File: config.mk
export PLATFORM = sky130hd
export DESIGN_NAME = memory_access_controller
export DESIGN_NICKNAME = d
export VERILOG_FILES = /design/src/rtl/memory_access_controller.sv
export SDC_FILE = /design/constraint.sdc
export NUM_CORES = 1
export LEC_CHECK = 0
export CAP_MARGIN = 20
export CORE_AREA = 4 4 41 43
export DETAILED_ROUTE_END_ITERATION = 8
export DIE_AREA = 0 0 45 47
export GPL_TIMING_DRIVEN = 0
export PLACE_DENSITY = 0.71
export RECOVER_POWER = 50
export SLEW_MARGIN = 30
export SYNTH_ARGS = -nofsm -noshare
export SYNTH_HDL_FRONTEND = slang
export SYNTH_SLANG_ARGS = --single-unit
File: constraint.sdc
create_clock -name clk -period 1.3 [get_ports clk]
set_clock_uncertainty 0.05 [all_clocks]
set_input_delay 0.26 -clock clk [delete_from_list [all_inputs] [get_ports clk]]
set_output_delay 0.26 -clock clk [all_outputs]
set_load 0.01 [all_outputs]
File: src/rtl/memory_access_controller.sv
// rtl/memory_access_controller.sv - Moore FSM sequencing MAR/MDR loads and memory strobes per access.
// Optional wait-state timeout enabled by defining MEM_TIMEOUT_EN (default build: unbounded wait, error = 0).
module memory_access_controller #(
    parameter int TIMEOUT_CYCLES = 15
) (
    input  logic clk,
    input  logic clr,
    input  logic start,
    input  logic rw,
    input  logic mem_ready,
    output logic MAR_enable,
    output logic MDR_read,
    output logic MDR_enable,
    output logic mem_read,
    output logic mem_write,
    output logic busy,
    output logic done,
    output logic error
);

`ifdef MEM_TIMEOUT_EN
    localparam bit TIMEOUT_EN = 1'b1;
`else
    localparam bit TIMEOUT_EN = 1'b0;
`endif

    // Counter holds (wait cycle - 1), so the last permitted wait cycle sees TIMEOUT_CYCLES-1.
    localparam logic [7:0] TO_LAST = 8'(TIMEOUT_CYCLES - 1);

    typedef enum logic [2:0] {
        IDLE, ADDR, RD_WAIT, RD_LATCH, WR_LOAD, WR_WAIT, DONE, ERR
    } state_t;

    state_t     state_q, state_d;
    logic [7:0] cnt_q, cnt_d;
    logic       rw_q, rw_d;
    logic       waiting;

    logic mar_en_q, mar_en_d;
    logic mdr_rd_q, mdr_rd_d;
    logic mdr_en_q, mdr_en_d;
    logic mem_rd_q, mem_rd_d;
    logic mem_wr_q, mem_wr_d;
    logic busy_q, busy_d;
    logic done_q, done_d;
    logic error_q, error_d;

    assign waiting = (state_q == RD_WAIT) || (state_q == WR_WAIT);

    always_comb begin
        state_d = state_q;
        rw_d    = rw_q;
        cnt_d   = cnt_q;

        case (state_q)
            IDLE: begin
                if (start) begin
                    rw_d    = rw;
                    state_d = ADDR;
                end
            end
            ADDR:     state_d = rw_q ? WR_LOAD : RD_WAIT;
            RD_WAIT: begin
                if (mem_ready)
                    state_d = RD_LATCH;
                else if (TIMEOUT_EN && (cnt_q >= TO_LAST))
                    state_d = ERR;
            end
            RD_LATCH: state_d = DONE;
            WR_LOAD:  state_d = WR_WAIT;
            WR_WAIT: begin
                if (mem_ready)
                    state_d = DONE;
                else if (TIMEOUT_EN && (cnt_q >= TO_LAST))
                    state_d = ERR;
            end
            DONE:     state_d = IDLE;
            ERR:      state_d = IDLE;
            default:  state_d = IDLE;
        endcase

        if (((state_d == RD_WAIT) || (state_d == WR_WAIT)) && !waiting)
            cnt_d = 8'd0;
        else if (waiting && (cnt_q != 8'hFF))
            cnt_d = cnt_q + 8'd1;

        // Outputs are decoded from the next state and registered, so they track state_q exactly.
        mar_en_d = (state_d == ADDR);
        mdr_rd_d = (state_d == RD_WAIT) || (state_d == RD_LATCH);
        mdr_en_d = (state_d == RD_LATCH) || (state_d == WR_LOAD);
        mem_rd_d = (state_d == RD_WAIT) || (state_d == RD_LATCH);
        mem_wr_d = (state_d == WR_WAIT);
        busy_d   = (state_d != IDLE);
        done_d   = (state_d == DONE);
        error_d  = TIMEOUT_EN && (state_d == ERR);
    end

    always_ff @(posedge clk or negedge clr) begin
        if (!clr) begin
            state_q  <= IDLE;
            cnt_q    <= 8'd0;
            rw_q     <= 1'b0;
            mar_en_q <= 1'b0;
            mdr_rd_q <= 1'b0;
            mdr_en_q <= 1'b0;
            mem_rd_q <= 1'b0;
            mem_wr_q <= 1'b0;
            busy_q   <= 1'b0;
            done_q   <= 1'b0;
            error_q  <= 1'b0;
        end else begin
            state_q  <= state_d;
            cnt_q    <= cnt_d;
            rw_q     <= rw_d;
            mar_en_q <= mar_en_d;
            mdr_rd_q <= mdr_rd_d;
            mdr_en_q <= mdr_en_d;
            mem_rd_q <= mem_rd_d;
            mem_wr_q <= mem_wr_d;
            busy_q   <= busy_d;
            done_q   <= done_d;
            error_q  <= error_d;
        end
    end

    assign MAR_enable = mar_en_q;
    assign MDR_read   = mdr_rd_q;
    assign MDR_enable = mdr_en_q;
    assign mem_read   = mem_rd_q;
    assign mem_write  = mem_wr_q;
    assign busy       = busy_q;
    assign done       = done_q;
    assign error      = error_q;

endmodule

### Word level (Yosys, flattened, before mapping)

Index checks and enable logic that the tools add are counted.

* bits in registers: 10

* equal/unequal tests: 13
* multiplexer cells: 5
* reduce and logical (&&, ||, !) cells: 6

Operators by type and width (number)
* $eq 3x3->1 const B: 7
* $pmux 3 s7: 1
* $eq 3x2->1 const B: 4
* $mux 3: 4
* $eq 3x1->1 const B: 2
* $logic_not 3->1: 1
* $reduce_bool 3->1: 1
* $logic_or 1x1->1: 2
* $reduce_and 2->1: 1
* $reduce_or 2->1: 1

### Logic depth before layout (Yosys ltp)

* depth after elaboration: 5
* gate-level depth with buffers: 4

### Least setup slack after synthesis

No wires, ideal clock.

* path type: reg-to-reg
* start: register state_q[2]
* end: register busy_q, in the netlist busy
* required time: 1.120 ns
* clock period less this slack: 1.028 ns
* path slack: 0.272 ns
* cell stages (with the launch flop): 4
* data arrival time: 0.848 ns
* setup time: 0.130 ns
* cells stage by stage: dfrtp_1 -> buf_4 -> nor4_1 -> a21oi_1

* cells in the longest elaborated chain, start to end: 4
* elaborated cells between the ends (all ways): 14

RTL lines
* start: declaration: RTL line 34 `state_t state_q, state_d;`
* start signal: assignment: RTL line 112 `state_q <= state_d;`
* $eq 3x3->1: RTL line 55 `case (state_q)`
* $reduce_or 2->1 (no source line)
* $pmux 3 s7 *: RTL line 55
* $reduce_bool 3->1 *: RTL line 93 `busy_d = (state_d != IDLE);`
* net busy_d: RTL line 44 `logic busy_q, busy_d;`
* end signal: assignment: RTL line 120 `busy_q <= busy_d;`
* end: declaration: RTL line 44

The timed path passes the listed nets; every way through them passes the cells marked *.
A chain may end at the register's enable or synchronous reset.

==> flow_summary.toml <==
[status]
status = "finished, final reports clean"

[worst_setup_path]
cp.depth = 1
path_class = "register to output pin"
crit_chain = "dlygate4sd2_1"
cp-end-kind = "output pin"
critPathLaunchType = "register"
max_stage_delay_ns = 0.37
critPathBufInv = 1
crit_start = "mem_read"
ff2ff_path_depth = 3
critPathArrivalTime_ns = 0.91
worstPathRequired_ns = 0.99
cp_max_fo = 2
crit_family = "flip-flops"
slowest_stage = "dfrtp_1"
r2r_start = "state_q[1]"

[route]
postRouteAntennaNets = 0
drc = 0
vias_per_cell = 4.67
wl_per_cell_um = 12.7
drt-total-wl_um = 930
dr_total_vias = 341
drtPass1Iterations = 2
drt_iter0_markers = 4

[cells_and_area]
nets = 64
area_delta_synth_final_pct = 31.6
multi_input_area_um2 = 171
seqCellArea_um2 = 250
fillers = 134
final_layout_size_suffix_gt1_frac = 0.241
n_antenna_cell = 0
stdcell_area_um2 = 619

[yosys]
yosysTopAreaCell = "dfrtp_1"
synth_cell_types = 20
synthMostInstantiatedCell = "dfrtp_1"
yosys_warnings = 0
ys_ff_latch = 10
synth_area_um2 = 470
synthCells = 43
synth_flop_cell = "dfrtp_1"
synth.avg_cell_area_um2 = 10.9
synth_edf_count = 0
yosysSeqAreaShare = 0.532
async_reset_ff_frac = 1.00
synth_fp_nets = 48
synthTopCellsByCount = "dfrtp_1 (10), a21oi_1 (5), nand2_1 (4), buf_4 (3), nand2b_1 (3)"
synthTopCellsByArea = "dfrtp_1 (53%), a21oi_1 (5.3%), buf_4 (4.8%)"
netlist.area_leader.share = 0.532

[placed_design]
dpl.hpwl_um = 663
place.gp.congestion = 0.762
portBuffers = 11
dpl_cell_area_um2 = 599

[power]
internal_power_uw = 943
seqPwrFrac = 0.359
power.density_nw_per_um2 = 2360
power.share.clock = 0.194
switching_share = 0.356
pwr-share-comb = 0.447
peakVddDrop_mv = 1.06
power_switching_uw = 522
cellLeakagePower_uw = 0.000295

[timing]
tns_ns = 0
finalHoldViolations = 0
fmax_mhz = 817
period_needed_ns = 1.22
holdWs_ns = 0.325
period_share = 0.941
setup_viol = 0
rsz0062_at_grt = "no"
slew_violations = 0

[floorplan]
io_pins = 13
core_area_um2 = 1300
dieArea_um2 = 2120
dieWidth_um = 45
placementRows = 13
die_height_um = 47
start_util = 0.362

[cts]
clk_path_buf_depth = 2
clk_pin_slew_ns = 0.07
cts_hold_buffers = 0
cts_buffers = 3
postCtsSetupBuffers = 0
cts.sinks = 10
clock_latency_ns = 0.27
clock-root-buffer = "clkbuf_4"
cts_tree = "yes"
htreeDepth = 1

[grt]
track_usage = 0.112
grt_overflow = 0
grt_max_degree = 11
grt_pass1_vias = 335
grt_pass1_wl_um = 1590
grt_antenna_before_repair = 0

[min_path]
min_path_type = "primary input to async pin"

[job]
maxCapViolCount = 0
## worst paths after layout
path                         endpoint  slack [ns]
max                          MDR_read        0.08
min reg2reg                MAR_enable        0.46
max in group asynchronous  MAR_enable        0.55
min in group clk           MAR_enable        0.46
min                        state_q[0]        0.32
max reg2reg                state_q[0]        0.13
## cell usage in the layout, fill, tap and decap left out, drive strengths merged
cell type / count
nor3: 1
o21ai: 3
buf: 5
dfrtp: 10
a21oi: 5
nor4b: 1
a211o: 1
nand3: 1
nand2b: 3
inv: 1
dlygate4sd2: 6
nand3b: 2
dlygate4sd3: 2
a21boi: 1
clkbuf: 5
clkdlybuf4s50: 2
and2b: 1
nor4: 1
conb: 1
mux2i: 1
nand2: 4
nor2: 1
## final cells by class
type,count,area share
Tap cell,15,0.0303
Clock buffer,4,0.0586
Sequential cell,10,0.404
Multi-Input combinational cell,27,0.277
Inverter,1,0.00606
Timing Repair Buffer,11,0.162
Buffer,5,0.0626
## registers in the layout (all words and copies together), names as in the netlist
signal / flops
state_q: 3
MAR_enable: 1
MDR_enable: 1
busy: 1
done: 1
mem_read: 1
mem_write: 1
rw_q: 1
## power groups by stage
stage                     clock (uW)  sequential (uW)  combinational, uW
after global routing             312              542                731
after global placement             0              532                714
after detailed placement           0              538                735
after CTS                        297              532                684
after floorplan                    0              559                445
final                            284              526                654
## metrics by stage
step	total power, uW	utilization	std cells	setup WS [ns]
2_1_floorplan	1000	-	43	0.272
5_1_grt	1580	0.476	73	0.0173
3_5_place_dp	1270	0.461	69	-0.103
6_report	1460	0.476	73	0.0764
3_3_place_gp	1250	0.461	69	-0.0774
4_1_cts	1510	0.481	73	0.0563
## cell families (layout without fill, tap and decap cells)
logic type	Yosys count	after routing	share of synthesized area
buffers and inverters	6	21	0.104
muxes	1	1	0.0213
other	1	1	0.00797
DFF	10	10	0.532
AOI/OAI and AO/OA	10	10	0.120
and+or+nand+nor	15	15	0.215
## layer usage
metal / vias to the layer above / wire, um / global-route usage
met5: - / 0 / 0
met4: 0 / 23 / 0.0877
met3: 2 / 51 / 0.0345
met2: 9 / 455 / 0.178
met1: 158 / 401 / 0.125
li1: 172 / - / -
## repair_timing
item,CTS,global route
gates resized for setup,8,0
endpoints found under the hold margin,0,0
setup endpoints to repair,7,0
Note: power is estimated with default switching activity, not from simulation.
